$ cat src/rtl/sarray_tinst_seq.sv
// Tile-instruction sequencer for the systolic array. It issues row-strided loads
// into the A ping-pong buffer or the array feed, and drains array results (STOREC).
module sarray_tinst_seq #(
  parameter int ADDR_WIDTH  = 64,
  parameter int LOAD_WIDTH  = 256,
  parameter int STORE_WIDTH = 256,
  parameter int ROWS        = 64,
  parameter int ROW_STRIDE  = 256,
  parameter int MAX_OUT     = 8,
  parameter int PREC_WIDTH  = 1,
  parameter int CNT_WIDTH   = $clog2(ROWS)
) (
  input  logic                   clk,
  input  logic                   rst,
  input  logic                   issue_tinst_valid_i,
  output logic                   issue_tinst_ready_o,
  input  logic [1:0]             issue_tinst_type_i,
  input  logic [ADDR_WIDTH-1:0]  issue_tinst_addr0_i,
  input  logic [ADDR_WIDTH-1:0]  issue_tinst_addr1_i,
  input  logic [PREC_WIDTH-1:0]  issue_tinst_precision_i,
  input  logic                   issue_tinst_acc_i,
  output logic                   sarray_ar_valid_o,
  input  logic                   sarray_ar_ready_i,
  output logic [ADDR_WIDTH-1:0]  sarray_ar_addr_o,
  input  logic                   sarray_r_valid_i,
  output logic                   sarray_r_ready_o,
  input  logic [LOAD_WIDTH-1:0]  sarray_r_data_i,
  output logic                   sarray_aw_valid_o,
  input  logic                   sarray_aw_ready_i,
  output logic [ADDR_WIDTH-1:0]  sarray_aw_addr_o,
  output logic [STORE_WIDTH-1:0] sarray_aw_data_o,
  output logic                   wr_a_buf_valid_o,
  output logic                   wr_a_buf_id_o,
  output logic [CNT_WIDTH-1:0]   wr_a_buf_addr_o,
  output logic [LOAD_WIDTH-1:0]  wr_a_buf_data_o,
  output logic                   rd_a_buf_id_o,
  output logic                   feed_valid_o,
  input  logic                   feed_ready_i,
  output logic [1:0]             feed_type_o,
  output logic [CNT_WIDTH-1:0]   feed_cnt_o,
  output logic [LOAD_WIDTH-1:0]  feed_data_o,
  output logic [PREC_WIDTH-1:0]  feed_precision_o,
  output logic                   feed_acc_o,
  input  logic                   bot_valid_i,
  output logic                   bot_ready_o,
  input  logic [STORE_WIDTH-1:0] bot_data_i,
  output logic                   busy_o,
  output logic                   done_o
);

  localparam int OUT_W = $clog2(MAX_OUT + 1);
  localparam logic [CNT_WIDTH:0]    AR_LIMIT  = (CNT_WIDTH + 1)'(ROWS);
  localparam logic [CNT_WIDTH-1:0]  LAST_ROW  = CNT_WIDTH'(ROWS - 1);
  localparam logic [OUT_W-1:0]      OUT_LIMIT = OUT_W'(MAX_OUT);
  localparam logic [ADDR_WIDTH-1:0] STRIDE    = ADDR_WIDTH'(ROW_STRIDE);

  typedef enum logic [1:0] {IDLE, LOAD, STORE, DONE} state_e;
  typedef enum logic [1:0] {
    T_TMMA     = 2'd0,
    T_PRELOADA = 2'd1,
    T_PRELOADC = 2'd2,
    T_STOREC   = 2'd3
  } tinst_e;

  state_e                  state_q, state_d;
  tinst_e                  type_q, type_d;
  logic [ADDR_WIDTH-1:0]   addr0_q, addr0_d;
  logic [ADDR_WIDTH-1:0]   addr1_q, addr1_d;
  logic [PREC_WIDTH-1:0]   prec_q, prec_d;
  logic                    acc_q, acc_d;
  logic [CNT_WIDTH:0]      ar_cnt_q, ar_cnt_d;
  logic [CNT_WIDTH-1:0]    r_cnt_q, r_cnt_d;
  logic [CNT_WIDTH-1:0]    st_cnt_q, st_cnt_d;
  logic [OUT_W-1:0]        out_cnt_q, out_cnt_d;
  logic                    wr_id_q, wr_id_d;
  logic                    rd_id_q, rd_id_d;

  logic                    is_load, is_store, is_prea, out_nz;
  logic                    ar_valid, r_ready, ar_hsk, r_hsk, aw_valid, aw_hsk;
  logic [ADDR_WIDTH-1:0]   base_addr;

  assign is_load   = (state_q == LOAD);
  assign is_store  = (state_q == STORE);
  assign is_prea   = (type_q == T_PRELOADA);
  assign out_nz    = (out_cnt_q != '0);
  assign base_addr = (type_q == T_TMMA) ? addr1_q : addr0_q;

  assign ar_valid  = is_load & (ar_cnt_q < AR_LIMIT) & (out_cnt_q < OUT_LIMIT);
  assign ar_hsk    = ar_valid & sarray_ar_ready_i;
  // PRELOADA beats land in the A buffer unconditionally; feed beats obey feed back-pressure.
  assign r_ready   = is_load & out_nz & (is_prea | feed_ready_i);
  assign r_hsk     = sarray_r_valid_i & r_ready;
  assign aw_valid  = is_store & bot_valid_i;
  assign aw_hsk    = aw_valid & sarray_aw_ready_i;

  assign issue_tinst_ready_o = (state_q == IDLE);
  assign busy_o              = (state_q != IDLE);
  assign done_o              = (state_q == DONE);

  assign sarray_ar_valid_o = ar_valid;
  assign sarray_ar_addr_o  = base_addr + ADDR_WIDTH'(ar_cnt_q) * STRIDE;
  assign sarray_r_ready_o  = r_ready;

  assign sarray_aw_valid_o = aw_valid;
  assign sarray_aw_addr_o  = addr0_q + ADDR_WIDTH'(st_cnt_q) * STRIDE;
  assign sarray_aw_data_o  = aw_valid ? bot_data_i : '0;
  assign bot_ready_o       = is_store & sarray_aw_ready_i;

  assign wr_a_buf_valid_o  = r_hsk & is_prea;
  assign wr_a_buf_id_o     = wr_id_q;
  assign wr_a_buf_addr_o   = r_cnt_q;
  assign wr_a_buf_data_o   = wr_a_buf_valid_o ? sarray_r_data_i : '0;
  assign rd_a_buf_id_o     = rd_id_q;

  assign feed_valid_o      = is_load & ~is_prea & sarray_r_valid_i & out_nz;
  assign feed_type_o       = type_q;
  assign feed_cnt_o        = r_cnt_q;
  assign feed_data_o       = feed_valid_o ? sarray_r_data_i : '0;
  assign feed_precision_o  = prec_q;
  assign feed_acc_o        = acc_q;

  always_comb begin
    state_d   = state_q;
    type_d    = type_q;
    addr0_d   = addr0_q;
    addr1_d   = addr1_q;
    prec_d    = prec_q;
    acc_d     = acc_q;
    ar_cnt_d  = ar_cnt_q;
    r_cnt_d   = r_cnt_q;
    st_cnt_d  = st_cnt_q;
    out_cnt_d = out_cnt_q;
    wr_id_d   = wr_id_q;
    rd_id_d   = rd_id_q;
    case (state_q)
      IDLE: begin
        if (issue_tinst_valid_i) begin
          type_d    = tinst_e'(issue_tinst_type_i);
          addr0_d   = issue_tinst_addr0_i;
          addr1_d   = issue_tinst_addr1_i;
          prec_d    = issue_tinst_precision_i;
          acc_d     = issue_tinst_acc_i;
          ar_cnt_d  = '0;
          r_cnt_d   = '0;
          st_cnt_d  = '0;
          out_cnt_d = '0;
          state_d   = (tinst_e'(issue_tinst_type_i) == T_STOREC) ? STORE : LOAD;
        end
      end
      LOAD: begin
        if (ar_hsk) ar_cnt_d = ar_cnt_q + (CNT_WIDTH + 1)'(1);
        case ({ar_hsk, r_hsk})
          2'b10:   out_cnt_d = out_cnt_q + OUT_W'(1);
          2'b01:   out_cnt_d = out_cnt_q - OUT_W'(1);
          default: out_cnt_d = out_cnt_q;
        endcase
        if (r_hsk) begin
          r_cnt_d = r_cnt_q + CNT_WIDTH'(1);
          if (r_cnt_q == LAST_ROW) begin
            state_d = DONE;
            // A freshly loaded bank becomes the TMMA read bank only once it is complete.
            if (is_prea) begin
              rd_id_d = wr_id_q;
              wr_id_d = ~wr_id_q;
            end
          end
        end
      end
      STORE: begin
        if (aw_hsk) begin
          st_cnt_d = st_cnt_q + CNT_WIDTH'(1);
          if (st_cnt_q == LAST_ROW) state_d = DONE;
        end
      end
      DONE:    state_d = IDLE;
      default: state_d = IDLE;
    endcase
  end

  always_ff @(posedge clk) begin
    if (rst) begin
      state_q   <= IDLE;
      type_q    <= T_TMMA;
      addr0_q   <= '0;
      addr1_q   <= '0;
      prec_q    <= '0;
      acc_q     <= 1'b0;
      ar_cnt_q  <= '0;
      r_cnt_q   <= '0;
      st_cnt_q  <= '0;
      out_cnt_q <= '0;
      wr_id_q   <= 1'b0;
      rd_id_q   <= 1'b0;
    end else begin
      state_q   <= state_d;
      type_q    <= type_d;
      addr0_q   <= addr0_d;
      addr1_q   <= addr1_d;
      prec_q    <= prec_d;
      acc_q     <= acc_d;
      ar_cnt_q  <= ar_cnt_d;
      r_cnt_q   <= r_cnt_d;
      st_cnt_q  <= st_cnt_d;
      out_cnt_q <= out_cnt_d;
      wr_id_q   <= wr_id_d;
      rd_id_q   <= rd_id_d;
    end
  end

endmodule
$ cat config.mk
export PLATFORM = sky130hd
export DESIGN_NAME = sarray_tinst_seq
export DESIGN_NICKNAME = d
export VERILOG_FILES = /design/src/rtl/sarray_tinst_seq.sv
export SDC_FILE = /design/constraint.sdc
export NUM_CORES = 1
export LEC_CHECK = 0
export ABC_AREA = 1
export ABC_CLOCK_PERIOD_IN_PS = 7400
export CAP_MARGIN = 20
export CORE_AREA = 2 2 605 607
export DETAILED_ROUTE_END_ITERATION = 10
export DIE_AREA = 0 0 607 609
export GPL_TIMING_DRIVEN = 0
export PLACE_DENSITY_LB_ADDON = 0.05
export SETUP_SLACK_MARGIN = 0.2
export SLEW_MARGIN = 30
export SYNTH_ARGS = -nofsm -noshare
export SYNTH_HDL_FRONTEND = slang
export SYNTH_SLANG_ARGS = --single-unit
export TNS_END_PERCENT = 5
$ cat constraint.sdc
create_clock -name clk -period 7.4 [get_ports clk]
set_clock_uncertainty 0.05 [all_clocks]
set_input_delay 0.74 -clock clk [delete_from_list [all_inputs] [get_ports clk]]
set_output_delay 0.74 -clock clk [all_outputs]
set_load 0.02 [all_outputs]
After elaboration in Yosys (flattened, before gate mapping)
Index checks and enable logic that the tools add are counted.
- bits in registers: 159
- input port bits: 652
- logic and storage cells: 88
- add/sub/neg operators: 7
- magnitude comparators: 2
- eq/ne operators: 16
- mux-type cells: 22
- bitwise gates (word level): 16
- reduce and logical (&&, ||, !) cells: 13
- operator list (cell ; number):
    2-to-1 mux 256 bit ; 3
    adder 64 x 14 -> 64 bit ; 1
    adder 64 x 15 -> 64 bit ; 1
    2-to-1 mux 64 bit ; 1
    one-hot mux 6 bit (2 select lines) ; 2
    2-to-1 mux 6 bit ; 3
    one-hot mux 4 bit (2 select lines) ; 2
    2-to-1 mux 7 bit ; 2
    one-hot mux 7 bit (2 select lines) ; 1
    bitwise AND 1 bit ; 13
    adder 6 x 1 -> 6 bit, second input constant ; 2
    equality test 6 bit, second input constant ; 2
    2-to-1 mux 2 bit ; 6
    AND reduction 3 bit ; 4
    != test 2 x 1 -> 1 bit, second input constant ; 5
    equality test 2 bit, second input constant ; 4
    one-hot mux 2 bit (4 select lines) ; 1
    adder 7 x 1 -> 7 bit, second input constant ; 1
    less-than comparator 7 bit, second input constant ; 1
    equality test 2 x 1 -> 1 bit, second input constant ; 3
    nonzero test 2 bit ; 3
    AND reduction 5 bit ; 1
    adder 4 x 1 -> 4 bit, second input constant ; 1
    logical NOT 2 bit ; 2
    10 further kinds ; 11

Logic depth before layout (Yosys ltp)
- depth in word-level cells: 7
- depth in mapped cells: 19
- gate-level depth less buffers: 15

Worst setup path after synthesis
OpenSTA, ideal clock, no wires.
- path type: reg2out
- from: register type_q[1] (netlist: feed_type_o[1])
- to: output port sarray_ar_addr_o[42]
- arrival time: 3.569 ns
- slack: 3.041 ns
- stages on the path, launching flop included: 20
- buffers on the path: 5
- path through: dfxtp_1 nor2_4 buf_6 buf_8 buf_6 buf_2 buf_2 mux2_2 ha_1 fa_1 nand3_1 nand2_1 nand2_1 nand2_1 nand2_1 nand2_1 nand3_1 nor3_2 nand2_1 xor2_1
- longest elaborated chain between the ends: 3
- RTL lines (element ; RTL line ; text):
    start: declaration ; 66 ; tinst_e type_q, type_d;
    start signal: assignment ; 196 ; type_q <= type_d;
    logical NOT 2 bit ; 86 ; assign base_addr = (type_q == T_TMMA) ? addr1_q : addr0_q;
    2-to-1 mux 64 bit ; 86 ;
    adder 64 x 15 -> 64 bit ; 101 ; assign sarray_ar_addr_o = base_addr + ADDR_WIDTH'(ar_cnt_q) * STRIDE;
    end: declaration ; 24 ; output logic [ADDR_WIDTH-1:0] sarray_ar_addr_o,
Every way passes these cells.

Final worst setup path
- from: register type_q[1] (netlist: feed_type_o[1])
- to: output port sarray_ar_addr_o[43]
The elaborated chain is that of the path after synthesis.

==> metrics.log <==
INFO  metric status = complete, no violations
INFO  metric hold_buffers = 0
INFO  metric numCtsBuffers = 17
INFO  metric wl_per_cell = roughly 37 µm
INFO  metric area_growth_syn_to_layout = 143%
INFO  metric static_leakage = around 15 nW
INFO  metric synth-seq-cells = 159
INFO  metric grt_remaining_overflow = 0
INFO  metric slew_at_the_pin_closest_to_its_max_slew_limit = 1.06 ns
INFO  metric p_int = approximately 3.3 mW
INFO  metric seq_area = between 3000 and 4000 µm²
INFO  metric vias = around 27000
INFO  metric drtPass1Iterations = 5
INFO  metric yosysTopAreaCell = sky130_fd_sc_hd__nor2_1
INFO  metric power-per-cell-area = about 180 nW/µm²
INFO  metric combPwrFrac = between 60 and 70%
INFO  metric gpl.final_weighted_congestion = roughly 0.9
INFO  metric core.rowCount = about 220
INFO  metric finalHoldWorstSlack = 0.405 ns
INFO  metric tritoncts = yes
INFO  metric clk_transition_reported_paths = ~0.07 ns
INFO  metric cts_sinks = between 150 and 200
INFO  metric synthArstFlopShare = 0%
INFO  metric switchingPower = 3.76 mW
INFO  metric clock_insertion_delay_worst_skew = around 0.53 ns
INFO  metric final_report_setup_violation_count = 0
INFO  metric die-area = 370000 µm²
INFO  metric core-area = between 300000 and 400000 µm²
INFO  metric achievable-frequency = 149 MHz
INFO  metric grt_first_pass_wirelength = ~420000 µm
INFO  metric drive_gt1_share = approximately 4.4%
INFO  metric cts_buffer_depth = 2
INFO  metric setup_crit_start_kind = register
INFO  metric worst_ir_drop_vdd = between 0.2 and 0.25 mV
INFO  metric grt_antenna_before_repair = roughly 240
INFO  metric path_max_fanout = 10
INFO  metric hold_viol = 0
INFO  metric final_slew_violations = 0
INFO  metric maximum_capacitance_violations = 0
INFO  metric netlist_area = between 15000 and 20000 µm²
INFO  metric final.setup.tns = 0 ns
INFO  metric start_util = ~4.4%
INFO  metric netlist_top_cells_area = sky130_fd_sc_hd__nor2_1 (25%), sky130_fd_sc_hd__dfxtp_1 (20%), sky130_fd_sc_hd__inv_1 (17%)
INFO  metric synth.yosys.seq_area_share = approximately a fifth
INFO  metric grt_pass1_vias = roughly 27000
INFO  metric clock_power_share = between 10% and 20%
INFO  metric instance_count_of_the_mapped_netlist = 3039
INFO  metric chip_height = ~610 µm
INFO  metric timing.final.crit_period = 6.70 ns
INFO  metric maximum_number_of_pins_on_one_net_before_global_route_repair = 17
INFO  metric setup_repair_bufs_after_cts = 0
INFO  metric route.final.wire_length = ~360000 µm
INFO  metric drt_iter0_markers = 1563
INFO  metric num-nets-final = roughly 5300
INFO  metric numPortBuffers = ~1600
INFO  metric final.period_utilization = 90.5%
INFO  metric h-tree-depth = 4
INFO  metric critPathCaptureType = output pin
INFO  metric die_width = a little over 600 µm
INFO  metric drc = 0
INFO  metric fillCellCount = 42814
INFO  metric min_path_type = register to register
INFO  metric slew-limit-headroom = roughly 29%
INFO  metric place.detailed.hpwl = roughly 340000 µm
INFO  metric setup.reg_to_reg.worst_slack = around 4.1 ns
INFO  metric synthDominantCellAreaShare = 24.8%
INFO  metric clock-root-buffer = sky130_fd_sc_hd__clkbuf_16
INFO  metric timing.critical_path.required = ~6.6 ns
INFO  metric yosysWarningCount = 0
INFO  metric crit_type = register to output pin
INFO  metric syn-num-nets = about 3700
INFO  metric synth-edff-count = 0
INFO  metric grt_usage = a little under a fifth
INFO  metric detail_route.vias_per_cell = approximately 2.8
INFO  metric switching_share = 53.2%
INFO  metric data_arrival_time_of_the_critical_path = just under 6 ns
INFO  metric yosys.cell_types.count = between 40 and 50
INFO  metric post_route_antenna_net_violation_count = 0
INFO  metric pwr-share-seq = about a fifth
INFO  metric area_occupied_by_multi_input_gates = about 9400 µm²
INFO  metric rsz0062_at_grt = false
INFO  metric ys_dominant_reg_cell = sky130_fd_sc_hd__dfxtp_1
INFO  metric postSynthAreaPerCell = ~5.3 µm²
INFO  metric num_io_pins = 1575
-- metrics by stage --
step           instances  instance area (µm²)  utilization, %  setup WS (ns)  power, mW
2_1_floorplan       3039                16000               -           3.04       3.08
3_3_place_gp        9428                37800            10.4          0.489       6.10
3_5_place_dp        9436                38000            10.4          0.924       6.10
4_1_cts             9468                38700            10.6          0.286       7.38
5_1_grt             9473                38700            10.6          0.314       7.54
6_report            9531                38800            10.7          0.704       7.07
-- layout by cell type, fill, tap and decap left out, types with 22 or more instances in the layout --
master	instances
sky130_fd_sc_hd__nor2_2	35
sky130_fd_sc_hd__dfxtp_1	159
sky130_fd_sc_hd__nand4_1	32
sky130_fd_sc_hd__clkdlybuf4s50_1	1563
sky130_fd_sc_hd__nand2_1	277
sky130_fd_sc_hd__a21oi_1	84
sky130_fd_sc_hd__nor2_1	1045
sky130_fd_sc_hd__xor2_1	81
sky130_fd_sc_hd__diode_2	63
sky130_fd_sc_hd__ha_1	22
sky130_fd_sc_hd__nand3_1	77
sky130_fd_sc_hd__o21ai_2	29
sky130_fd_sc_hd__o21ai_0	159
sky130_fd_sc_hd__nor3_1	39
sky130_fd_sc_hd__inv_1	708
sky130_fd_sc_hd__clkbuf_1	113
-- sequential cells by signal, indices dropped and copies added (netlist names) --
register	cells
feed_type_o	2
feed_cnt_o	6
ar_cnt_q	7
out_cnt_q	4
addr0_q	64
feed_precision_o	1
rd_a_buf_id_o	1
feed_acc_o	1
wr_a_buf_id_o	1
st_cnt_q	6
addr1_q	64
state_q	2
-- layer usage --
metal  track usage, %  part of all wire (%)
met5                0                  0.25
met4             1.82                   1.3
met3             6.43                   8.3
met2             33.8                    50
met1             21.7                    40
-- cell usage after synthesis, types with 6 or more instances --
| cell type | number |
|---|---|
| sky130_fd_sc_hd__a21oi_1 | 84 |
| sky130_fd_sc_hd__buf_4 | 15 |
| sky130_fd_sc_hd__buf_6 | 7 |
| sky130_fd_sc_hd__clkbuf_1 | 128 |
| sky130_fd_sc_hd__dfxtp_1 | 159 |
| sky130_fd_sc_hd__ha_1 | 22 |
| sky130_fd_sc_hd__inv_1 | 708 |
| sky130_fd_sc_hd__inv_2 | 9 |
| sky130_fd_sc_hd__mux2_2 | 15 |
| sky130_fd_sc_hd__nand2_1 | 277 |
| sky130_fd_sc_hd__nand2_2 | 12 |
| sky130_fd_sc_hd__nand3_1 | 77 |
| sky130_fd_sc_hd__nand3b_1 | 6 |
| sky130_fd_sc_hd__nand4_1 | 32 |
| sky130_fd_sc_hd__nor2_1 | 1056 |
| sky130_fd_sc_hd__nor2_2 | 24 |
| sky130_fd_sc_hd__nor3_1 | 39 |
| sky130_fd_sc_hd__nor4_1 | 11 |
| sky130_fd_sc_hd__o21ai_0 | 161 |
| sky130_fd_sc_hd__o21ai_1 | 19 |
| sky130_fd_sc_hd__o21ai_2 | 27 |
| sky130_fd_sc_hd__xnor2_1 | 20 |
| sky130_fd_sc_hd__xor2_1 | 81 |
-- cell families (layout without fill, tap and decap cells) --
| group | after synthesis | in the layout | synth area share [%] |
|---|---|---|---|
| AND/OR/NAND/NOR | 1559 | 1559 | 39.7 |
| buffers and inverters | 874 | 2487 | 21.4 |
| AO/OA/AOI/OAI | 307 | 307 | 10.5 |
| flip-flops | 159 | 159 | 19.9 |
| XOR/XNOR | 101 | 101 | 5.53 |
| adder cells (fa/ha/maj) | 24 | 24 | 1.97 |
| multiplexers | 15 | 15 | 1.06 |
| other | 0 | 63 | 0 |
-- final timing paths --
check,end,startpoint,cells after the start
worst max register to register,st_cnt_q[5],state_q[0],11
worst min-delay path,addr1_q[17],addr1_q[17],2
worst min register to register,addr1_q[17],addr1_q[17],2
worst max-delay path,sarray_ar_addr_o[43],feed_type_o[1],19
-- layout make-up --
class                      instances  area share (%)
tap                             4816            15.5
inverter                         717            6.93
antenna                           63           0.406
clock buffer                      19            1.14
buffer                           157            1.92
clock inverter                    13           0.725
timing repair buffer            1581            40.9
sequential                       159            8.19
multi-input combinational       2006            24.3
-- what timing repair did --
action,4_1_cts,5_1_grt
endpoints found under the setup margin,0,2
hold endpoints to repair,0,0
resized for setup,0,1
-- critical path, cell delays in order (launching register included) --
cell and delay [ns]:
sky130_fd_sc_hd__dfxtp_1 0.35, sky130_fd_sc_hd__nor2_4 0.27, sky130_fd_sc_hd__buf_6 0.22, sky130_fd_sc_hd__buf_8 0.20, sky130_fd_sc_hd__buf_6 0.17, sky130_fd_sc_hd__buf_2 0.31
sky130_fd_sc_hd__buf_2 0.41, sky130_fd_sc_hd__mux2_2 0.40, sky130_fd_sc_hd__ha_1 0.43, sky130_fd_sc_hd__inv_1 0.08, sky130_fd_sc_hd__nand2_1 0.07, sky130_fd_sc_hd__nand2_1 0.14
sky130_fd_sc_hd__o21ai_2 0.34, sky130_fd_sc_hd__nand2_1 0.16, sky130_fd_sc_hd__inv_1 0.21, sky130_fd_sc_hd__nand2_1 0.25, sky130_fd_sc_hd__nor2_1 0.21, sky130_fd_sc_hd__nand3_1 0.10
sky130_fd_sc_hd__xor2_1 0.33, sky130_fd_sc_hd__clkdlybuf4s50_1 0.70
-- power groups by stage --
| stage | Sequential (mW) | Clock [mW] | Combinational (mW) |
|---|---|---|---|
| after global placement | 1.36 | 0 | 4.73 |
| after detailed placement | 1.36 | 0 | 4.74 |
| after CTS | 1.35 | 1.27 | 4.77 |
| after global routing | 1.37 | 1.29 | 4.88 |
| final | 1.33 | 1.21 | 4.53 |
| after floorplan | 1.22 | 0 | 1.86 |
(Power assumes the default switching activity.)
